==> src/rtl/fact_mmio_responder_pkg.sv <==
// Shared definitions for the factorial MMIO responder: window defaults,
// register offsets and accelerator FSM state encoding.
package fact_mmio_responder_pkg;

    // Peripheral window base (16-byte window) and largest n whose n! fits in 32 bits.
    localparam logic [31:0] BASE_ADDR_DEFAULT = 32'h0000_0800;
    localparam int unsigned NMAX_DEFAULT      = 12;

    // Word offsets inside the window, taken from a[3:2].
    localparam logic [1:0] OFF_N    = 2'd0;
    localparam logic [1:0] OFF_GO   = 2'd1;
    localparam logic [1:0] OFF_STAT = 2'd2;
    localparam logic [1:0] OFF_RES  = 2'd3;

    typedef enum logic [1:0] {
        IDLE = 2'd0,
        LOAD = 2'd1,
        MULT = 2'd2
    } fact_state_t;

endpackage

==> src/rtl/fact_core.sv <==
// Iterative factorial engine: on go, loads n, multiplies acc by a falling
// counter one step per cycle, and publishes result/done/err on completion.
module fact_core
    import fact_mmio_responder_pkg::*;
#(
    parameter int unsigned NMAX = NMAX_DEFAULT
) (
    input  logic        clk,
    input  logic        reset,
    input  logic        go,
    input  logic [3:0]  n,
    output logic        busy,
    output logic        done,
    output logic        err,
    output logic [31:0] result
);

    localparam logic [3:0] NMAX_N = 4'(NMAX);

    fact_state_t state, state_n;
    logic [31:0] acc, acc_n;
    logic [3:0]  cnt, cnt_n;
    logic [31:0] result_q, result_n;
    logic        done_q, done_n;
    logic        err_q, err_n;

    // Next-state and next-datapath values for the accelerator FSM.
    always_comb begin
        // NOTE: every next value is defaulted to its current value first, so no
        // branch leaves one unassigned and no latch is inferred.
        state_n  = state;
        acc_n    = acc;
        cnt_n    = cnt;
        result_n = result_q;
        done_n   = done_q;
        err_n    = err_q;
        case (state)
            IDLE: begin
                if (go) begin
                    state_n = LOAD;
                    done_n  = 1'b0;
                    err_n   = 1'b0;
                end
            end
            LOAD: begin
                cnt_n = n;
                acc_n = 32'd1;
                if (n > NMAX_N) begin
                    // Result would overflow 32 bits: flag and finish immediately.
                    err_n    = 1'b1;
                    done_n   = 1'b1;
                    result_n = 32'd0;
                    state_n  = IDLE;
                end else begin
                    state_n = MULT;
                end
            end
            MULT: begin
                if (cnt <= 4'd1) begin
                    result_n = acc;
                    done_n   = 1'b1;
                    state_n  = IDLE;
                end else begin
                    // 32x4 unsigned multiply; only the low 32 bits are kept.
                    acc_n = acc * {28'd0, cnt};
                    cnt_n = cnt - 4'd1;
                end
            end
            default: state_n = IDLE;
        endcase
    end

    // State and datapath registers; reset aborts any computation in flight.
    always_ff @(posedge clk or negedge reset) begin
        if (!reset) begin
            state    <= IDLE;
            acc      <= 32'd0;
            cnt      <= 4'd0;
            result_q <= 32'd0;
            done_q   <= 1'b0;
            err_q    <= 1'b0;
        end else begin
            // NOTE: sequential state uses non-blocking assignments so every
            // register updates from the values present before the edge.
            state    <= state_n;
            acc      <= acc_n;
            cnt      <= cnt_n;
            result_q <= result_n;
            done_q   <= done_n;
            err_q    <= err_n;
        end
    end

    assign busy   = (state != IDLE);
    assign done   = done_q;
    assign err    = err_q;
    assign result = result_q;

endmodule

==> src/rtl/fact_mmio_responder.sv <==
// Data-port responder between the core and dmem: decodes a 16-byte
// peripheral window hosting the factorial accelerator and passes every other
// address through to data memory.
module fact_mmio_responder
    import fact_mmio_responder_pkg::*;
#(
    parameter logic [31:0] BASE_ADDR = BASE_ADDR_DEFAULT,
    parameter int unsigned NMAX      = NMAX_DEFAULT
) (
    input  logic        clk,
    input  logic        reset,
    input  logic        we,
    input  logic [31:0] a,
    input  logic [31:0] wd,
    output logic [31:0] rd,
    output logic        dmem_we,
    input  logic [31:0] dmem_rd,
    output logic        busy
);

    logic        sel;
    logic [1:0]  off;
    logic [3:0]  n_q;
    logic        go;
    logic        done;
    logic        err;
    logic [31:0] result;

    assign sel     = (a[31:4] == BASE_ADDR[31:4]);
    assign off     = a[3:2];
    assign dmem_we = we & ~sel;

    // Byte-lane bits and upper write-data bits have no meaning in this window.
    logic unused_ok;
    assign unused_ok = &{1'b0, a[1:0], wd[31:4]};

    // A GO write only starts the engine when it is idle.
    assign go = we & sel & (off == OFF_GO) & wd[0] & ~busy;

    // N register; writes while the engine is busy are dropped.
    always_ff @(posedge clk or negedge reset) begin
        if (!reset) begin
            n_q <= 4'd0;
        end else if (we && sel && (off == OFF_N) && !busy) begin
            n_q <= wd[3:0];
        end
    end

    fact_core #(
        .NMAX (NMAX)
    ) u_core (
        .clk    (clk),
        .reset  (reset),
        .go     (go),
        .n      (n_q),
        .busy   (busy),
        .done   (done),
        .err    (err),
        .result (result)
    );

    // Read mux: peripheral register inside the window, data memory outside.
    always_comb begin
        rd = dmem_rd;
        if (sel) begin
            case (off)
                OFF_N:    rd = {28'd0, n_q};
                OFF_GO:   rd = 32'd0;
                OFF_STAT: rd = {30'd0, err, done};
                OFF_RES:  rd = result;
                default:  rd = 32'd0;
            endcase
        end
    end

endmodule

==> config.mk <==
export PLATFORM = sky130hd
export DESIGN_NAME = fact_mmio_responder
export DESIGN_NICKNAME = d
export VERILOG_FILES = /design/src/rtl/fact_mmio_responder_pkg.sv /design/src/rtl/fact_core.sv /design/src/rtl/fact_mmio_responder.sv
export SDC_FILE = /design/constraint.sdc
export NUM_CORES = 1
export LEC_CHECK = 0
export CORE_MARGIN = 4
export CORE_UTILIZATION = 35
export DETAILED_ROUTE_END_ITERATION = 7
export SYNTH_ARGS = -nofsm -noshare
export SYNTH_HDL_FRONTEND = slang
export SYNTH_HIERARCHICAL = 1
export SYNTH_SLANG_ARGS = --single-unit
==> constraint.sdc <==
create_clock -name clk -period 5.3 [get_ports clk]
set_clock_uncertainty 0.2 [all_clocks]
set_input_delay 1.59 -clock clk [delete_from_list [all_inputs] [get_ports clk]]
set_output_delay 1.59 -clock clk [all_outputs]
set_load 0.02 [all_outputs]
==> results.md, run 1 <==
- Ys async rst share: 1.00
- # fillers: between 2,000 and 2,500
- Core area: 0.0218 mm^2
- Critical Path RT: ~3500 ps
- Top-area cell type share of the netlist area: 0.245
- Mapped Area: just under 0.008 mm^2
- Net Switching: 0.000304 W
- Die Footprint: between 0.02 and 0.025 mm^2
- DRT Wirelength: between 20,000 and 25,000 um
- CTS tree: yes
- Footprint of the multi-input gates: 0.00522 mm^2
- Outcome: complete, no violations
- Root Driver: clkbuf_16
- Critical Path Source Type: input pin
- GRT Total Usage: 0.174
- Max-slew violation count: 0
- Most instantiated cells after synthesis: inv_1, nand2_1, and2_1
- Initial antenna violation count: 0
- Placed Cells: 1,287
- Die Wd: ~160 um
- Reg power frac: 0.441
- Top cells by area, synth: dfrtp_1, fa_1, and2_1
- Congestion Overflow GR: 0
- Vias in the first global route: 6,604
- VDD IR-drop max: roughly 0.13 mV
- Crit Path Class: in2out
- Post-synth EDFFs: 0
- Most frequent cell after synthesis: inv_1
- Max Fclk: 192 MHz
- Nets: around 1,200
- Fraction of layout cells with a size suffix above 1: 0.114
- Min Tclk post-route: 5200 ps
- Fin cells: ~1,300
- Worst min path class: reg2reg
- Hpwl dp: between 15,000 and 20,000 um
- RSZ-0062 raised after global routing: false
- Syn Nets: around 1,100
- Clk pwr share: 0.463
- Ys Warns: 6
- Final Hold Viols: 0
- Kind of end point of the critical path: output port
- Worst slew margin: 0.259
- Worst-Margin Slew: between 1000 and 1500 ps
- Area delta synth->final: 21.6%
- First-pass GRT wire length: 34,800 um
- Largest net degree at the start of global routing: between 70 and 80
- Synth cell types: 73
- Worst reg-to-reg setup slack: roughly 870 ps
- CTS H-tree depth: 3
- Port-buffer cells: between 100 and 150
- Cell row count: 54
- Post-synthesis sequential area ratio: 0.245
- Wire per inst: 16.0 um
- Antenna viol nets, final: 0
- Setup violators final: 0
- CTS Sinks: 76
- Synth Register Bits: 76
- Routability cong.: roughly 0.83
- Drt initial violations: 350
- Setup TNS: 0 ps
- Period utilization: 0.981
- Synthesized instance count: between 900 and 1,000
- Clock tree buffer depth: 2
- Leading area contributor after synthesis: dfrtp_1
- DRC: 0
- Mean Syn Cell Area: around 8.4 um^2
- Sw frac: 0.231
- Pre-CTS setup slack: -359 ps
- Internal power: about 0.001 W
- Max-cap viol count: 0
- Seq. cell area: about 0.0019 mm^2
- Vias/cell: between 5 and 6
- # diodes: 0
- Io pins: between 100 and 150
- Vias post-DR: 6,703
- Ys flop type: dfrtp_1
- Worst endpoint data arrival time: between 3000 and 4000 ps
- Worst skew pair latency: around 350 ps
- Maximum fanout along the worst path: 24
- Static Leakage: about 4.4 nW
- DRT Pass-1 Iters: 4
- Final setup margin: 98.5 ps
- CTS clk-pin slew, worst paths: about 50 ps
- Gate power share: 0.096
- Cts bufs inserted: 9
- Power per standard cell area: 139 mW/mm^2
- Die height: about 160 um
- Starting Density: 0.356
## metrics by stage
step	util	total power [W]	cell area, um^2	hold WS [ps]
2_1_floorplan	-	0.000628	7770	273
3_3_place_gp	0.425	0.000730	9280	292
3_5_place_dp	0.425	0.000730	9280	296
4_1_cts	0.438	0.00134	9550	308
5_1_grt	0.433	0.00136	9450	315
6_report	0.433	0.00132	9450	303
## registers in the layout (all words and copies together), names as in the netlist
name,count
u_core/acc,32
u_core/err,1
u_core/cnt,4
u_core/result,32
u_core/state,2
n_q,4
u_core/done,1
## cells by family (layout without fill, tap and decap cells)
logic type | after synthesis | after routing | share of synthesized area
multiplexers | 15 | 15 | 0.0229
AO/OA/AOI/OAI | 224 | 224 | 0.199
flip-flops | 76 | 76 | 0.245
buffers and inverters | 176 | 279 | 0.0873
AND/OR/NAND/NOR | 309 | 309 | 0.209
XOR/XNOR | 26 | 26 | 0.0293
adder cells (fa/ha/maj) | 95 | 95 | 0.208
## placed cells by master, fill, tap and decap left out, types with 31 or more instances in the layout
cell	instances
nand3_1	33
inv_1	122
ha_1	38
clkdlybuf4s50_1	67
fa_1	57
a21oi_1	31
and2_1	89
buf_4	35
a22o_1	34
nand2_1	107
o21ai_0	51
dfrtp_1	76
## layout make-up
class / instances / area share
Multi-Input combinational cell: 669 / 0.553
Clock inverter: 5 / 0.00556
Inverter: 122 / 0.0485
Tap cell: 280 / 0.0371
Sequential cell: 76 / 0.201
Timing Repair Buffer: 141 / 0.130
Clock buffer: 11 / 0.0246
## critical path: stages
cell	delay, ps
clkdlybuf4s50_1	440
nor4_1	300
nand3_2	140
buf_12	190
buf_12	140
o31ai_1	250
clkdlybuf4s15_1	340
## path summary, 6_finish.rpt
| kind | cells past startpoint | start | end |
|---|---|---|---|
| setup reg to reg | 14 | u_core/cnt[3] | u_core/acc[27] |
| setup / recovery | 7 | a[29] | rd[8] |
| min in group asynchronous | 1 | reset | n_q[1] |
| max in group asynchronous | 1 | reset | u_core/acc[21] |
| hold reg to reg | 1 | u_core/result[20] | u_core/result[20] |
| hold / removal | 1 | u_core/result[20] | u_core/result[20] |
## power groups by stage
stage          registers (W)  logic [W]  clock network (W)
3_5_place_dp        0.000591   0.000139                  0
2_1_floorplan       0.000591  0.0000366                  0
5_1_grt             0.000580   0.000137           0.000646
3_3_place_gp        0.000591   0.000139                  0
6_report            0.000580   0.000127           0.000608
4_1_cts             0.000580   0.000133           0.000623
## layer usage
metal  GRT usage  share of wire  wire [um]
met2       0.270           0.43       8910
met5           0              0          0
met3      0.0231          0.067       1400
met4      0.0492          0.016        331
met1       0.254           0.49      10300
## timing repair
action / in CTS / in global routing
setup buffers: 0 / 1
endpoints found under the setup margin: 33 / 30
pin swaps: 3 / 1
gates resized for setup: 53 / 71
hold buffers: 0 / 0
endpoints found under the hold margin: 0 / 0
Note: power is estimated with default switching activity, not from simulation.
==> run 2, diff against run 1 <==
--- a/config.mk
+++ b/config.mk
@@ -5,7 +5,7 @@
 export SDC_FILE = /design/constraint.sdc
 export NUM_CORES = 1
 export LEC_CHECK = 0
-export CORE_MARGIN = 4
+export CORE_MARGIN = 2
 export CORE_UTILIZATION = 35
 export DETAILED_ROUTE_END_ITERATION = 7
 export SYNTH_ARGS = -nofsm -noshare
==> results.md, run 2 (same netlist as run 1, synthesis figures left out) <==
- Outcome: complete, no violations
- DP Area: 0.00924 mm^2 (-0.43%)
- Fin cells: 1,298 (-0.46%)
- First-pass GRT wire length: 34,300 um (-1.4%)
- Die Wd: 153 um (-2.5%)
- CTS tree: yes
- Cell row count: 54 (unchanged)
- Port-buffer cells: 102 (unchanged)
- Die Footprint: 0.0234 mm^2 (-5.0%)
- GRT Total Usage: 0.179 (+0.00492)
- Worst skew pair latency: 340 ps (about the same)
- Kind of end point of the critical path: output port
- Starting Density: 0.356 (unchanged)
- Design Area, Final: 0.00947 mm^2 (+0.24%)
- Drt initial violations: 389 (+11%)
- Worst reg-to-reg setup slack: 690 ps (-180 ps)
- Die height: 153 um (-2.5%)
- Worst min path class: reg2reg
- Maximum fanout along the worst path: 24 (unchanged)
- Pwr Total: 0.00129 W (-1.6%)
- Fraction of layout cells with a size suffix above 1: 0.101 (-0.0131)
- Max-slew violation count: 0 (unchanged)
- Placed Cells: 1,280 (-0.54%)
- RSZ-0062 raised after global routing: false
- Pre-CTS setup slack: -322 ps (+36.9 ps)
- Final design utilization: 0.434 (+0.00103)
- Largest net degree at the start of global routing: 77 (unchanged)
- Max-cap viol count: 0 (unchanged)
- Final Hold Viols: 0 (unchanged)
- VDD IR-drop max: 0.116 mV (-10%)
- Critical Path RT: 3510 ps (about the same)
- Worst slew margin: 0.257 (-0.00198)
- Core area: 0.0218 mm^2 (unchanged)
- Congestion Overflow GR: 0 (unchanged)
- Worst endpoint data arrival time: 3430 ps (+20 ps)
- Min-Delay Path Depth: 1 (unchanged)
- Wire per inst: 15.9 um (-0.87%)
- DRT Pass-1 Iters: 5 (+1)
- Vias/cell: 5.10 (-0.86%)
- CTS clk-pin slew, worst paths: 60 ps (about the same)
- Max Fclk: 192 MHz (-0.31%)
- Vias in the first global route: 6,527 (-1.2%)
- Nets: 1,207 (-0.49%)
- Initial antenna violation count: 0 (unchanged)
- Commonest non-fill, non-tap cell in the layout: inv_1
- Power per standard cell area: 137 mW/mm^2 (-1.8%)
- Worst R2R End: u_core/acc[30]
- Setup violators final: 0 (unchanged)
- Hpwl dp: 15,800 um (-2.3%)
- R2R depth: 12 (-2)
- Area delta synth->final: 21.9%
- Worst-Margin Slew: 1110 ps (+2.97 ps)
- # diodes: 0 (unchanged)
- Clock tree buffer depth: 2 (unchanged)
- Period utilization: 0.985 (+0.00309)
- Reg2reg start: u_core/cnt[1]
- Vias post-DR: 6,615 (-1.3%)
- CTS H-tree depth: 3 (unchanged)
- DRC: 0 (unchanged)
- Io pins: 133 (unchanged)
- Routability cong.: 0.854 (+3.3%)
- Hold-fix buffers, CTS: 0 (unchanged)
- Crit Path Class: in2out
- DRT Wirelength: 20,600 um (-1.3%)
- CTS Sinks: 76 (unchanged)
- Commonest cells after routing, fill and taps aside: inv_1, nand2_1, and2_1
- Antenna viol nets, final: 0 (unchanged)
- Min-Delay Startpoint: u_core/result[13]
- Cts bufs inserted: 9 (unchanged)
- Static Leakage: 4.36 nW (-0.57%)
- Final setup margin: 82.1 ps (-16.4 ps)
- Root Driver: clkbuf_16
- Critical Path Source Type: input pin
- Hold endpoint: u_core/result[13]
- Min Tclk post-route: 5220 ps (+16.4 ps)
run 2: changes by cell type in the layout (fill, tap and decap cells not counted), sizes merged:
| cell | before | now |
|---|---|---|
| buf | 46 | 37 |
| bufinv | 1 | 0 |
| clkbuf | 33 | 26 |
| clkdlybuf4s15 | 1 | 5 |
| clkdlybuf4s50 | 67 | 68 |
| clkinv | 3 | 2 |
| clkinvlp | 1 | 3 |
| dlygate4sd1 | 0 | 1 |
| dlygate4sd2 | 4 | 8 |
| dlymetal6s2s | 1 | 0 |
| inv | 122 | 123 |
run 2: routing by layer:
metal | global-route usage | vias to the layer above | share of wire
li1 | - | 3283 | -
met1 | 0.260 | 3158 | 0.50
met2 | 0.278 | 162 | 0.44
met3 | 0.0340 | 12 | 0.050
met4 | 0.0357 | 0 | 0.0089
met5 | 0 | - | 0
run 2: layout make-up:
cell class	instances	area, um^2
tap	280	350
clock inverter	6	48.8
inverter	122	458
clock buffer	10	229
timing repair buffer	135	1250
fill	2152	12400
multi-input combinational	669	5230
sequential	76	1900
run 2: per-stage QoR:
| step | setup TNS [ps] | hold WS (ps) |
|---|---|---|
| global route | 0 | 328 |
| floorplan | 0 | 273 |
| CTS | 0 | 309 |
| finish | 0 | 305 |
| detailed placement | -8580 | 294 |
| global placement | -8380 | 292 |
run 2: timing repair:
action                     CTS  global route
pin swaps                    1             4
buffers inserted             0             1
resized for setup           45            56
gates cloned                 0             1
setup endpoints to repair   33            25
run 2: worst max-delay path by stage:
stage                     slack, ps      to  cells past startpoint   from
after detailed placement       -320  rd[19]                      7  a[19]
after global placement         -300  rd[15]                      7   a[6]
final                            80  rd[12]                      7   a[6]
after CTS                        10   rd[3]                      7   a[6]
after floorplan                 430  rd[21]                      5  a[19]
after global routing            0.7  rd[28]                      7   a[6]
run 2: critical path: stages:
cell and delay (ps):
clkdlybuf4s50_1 440, nor4_4 310, nand4_2 160, buf_12 190, buf_4 170, o31ai_1 230
clkdlybuf4s15_1 330
run 2: power breakdown:
part | internal [W] | leakage (nW) | switching [W]
sequential | 0.000580 | 1.06 | 0.0000000192
clock | 0.000321 | 0.125 | 0.000266
combinational | 0.0000697 | 3.17 | 0.0000576
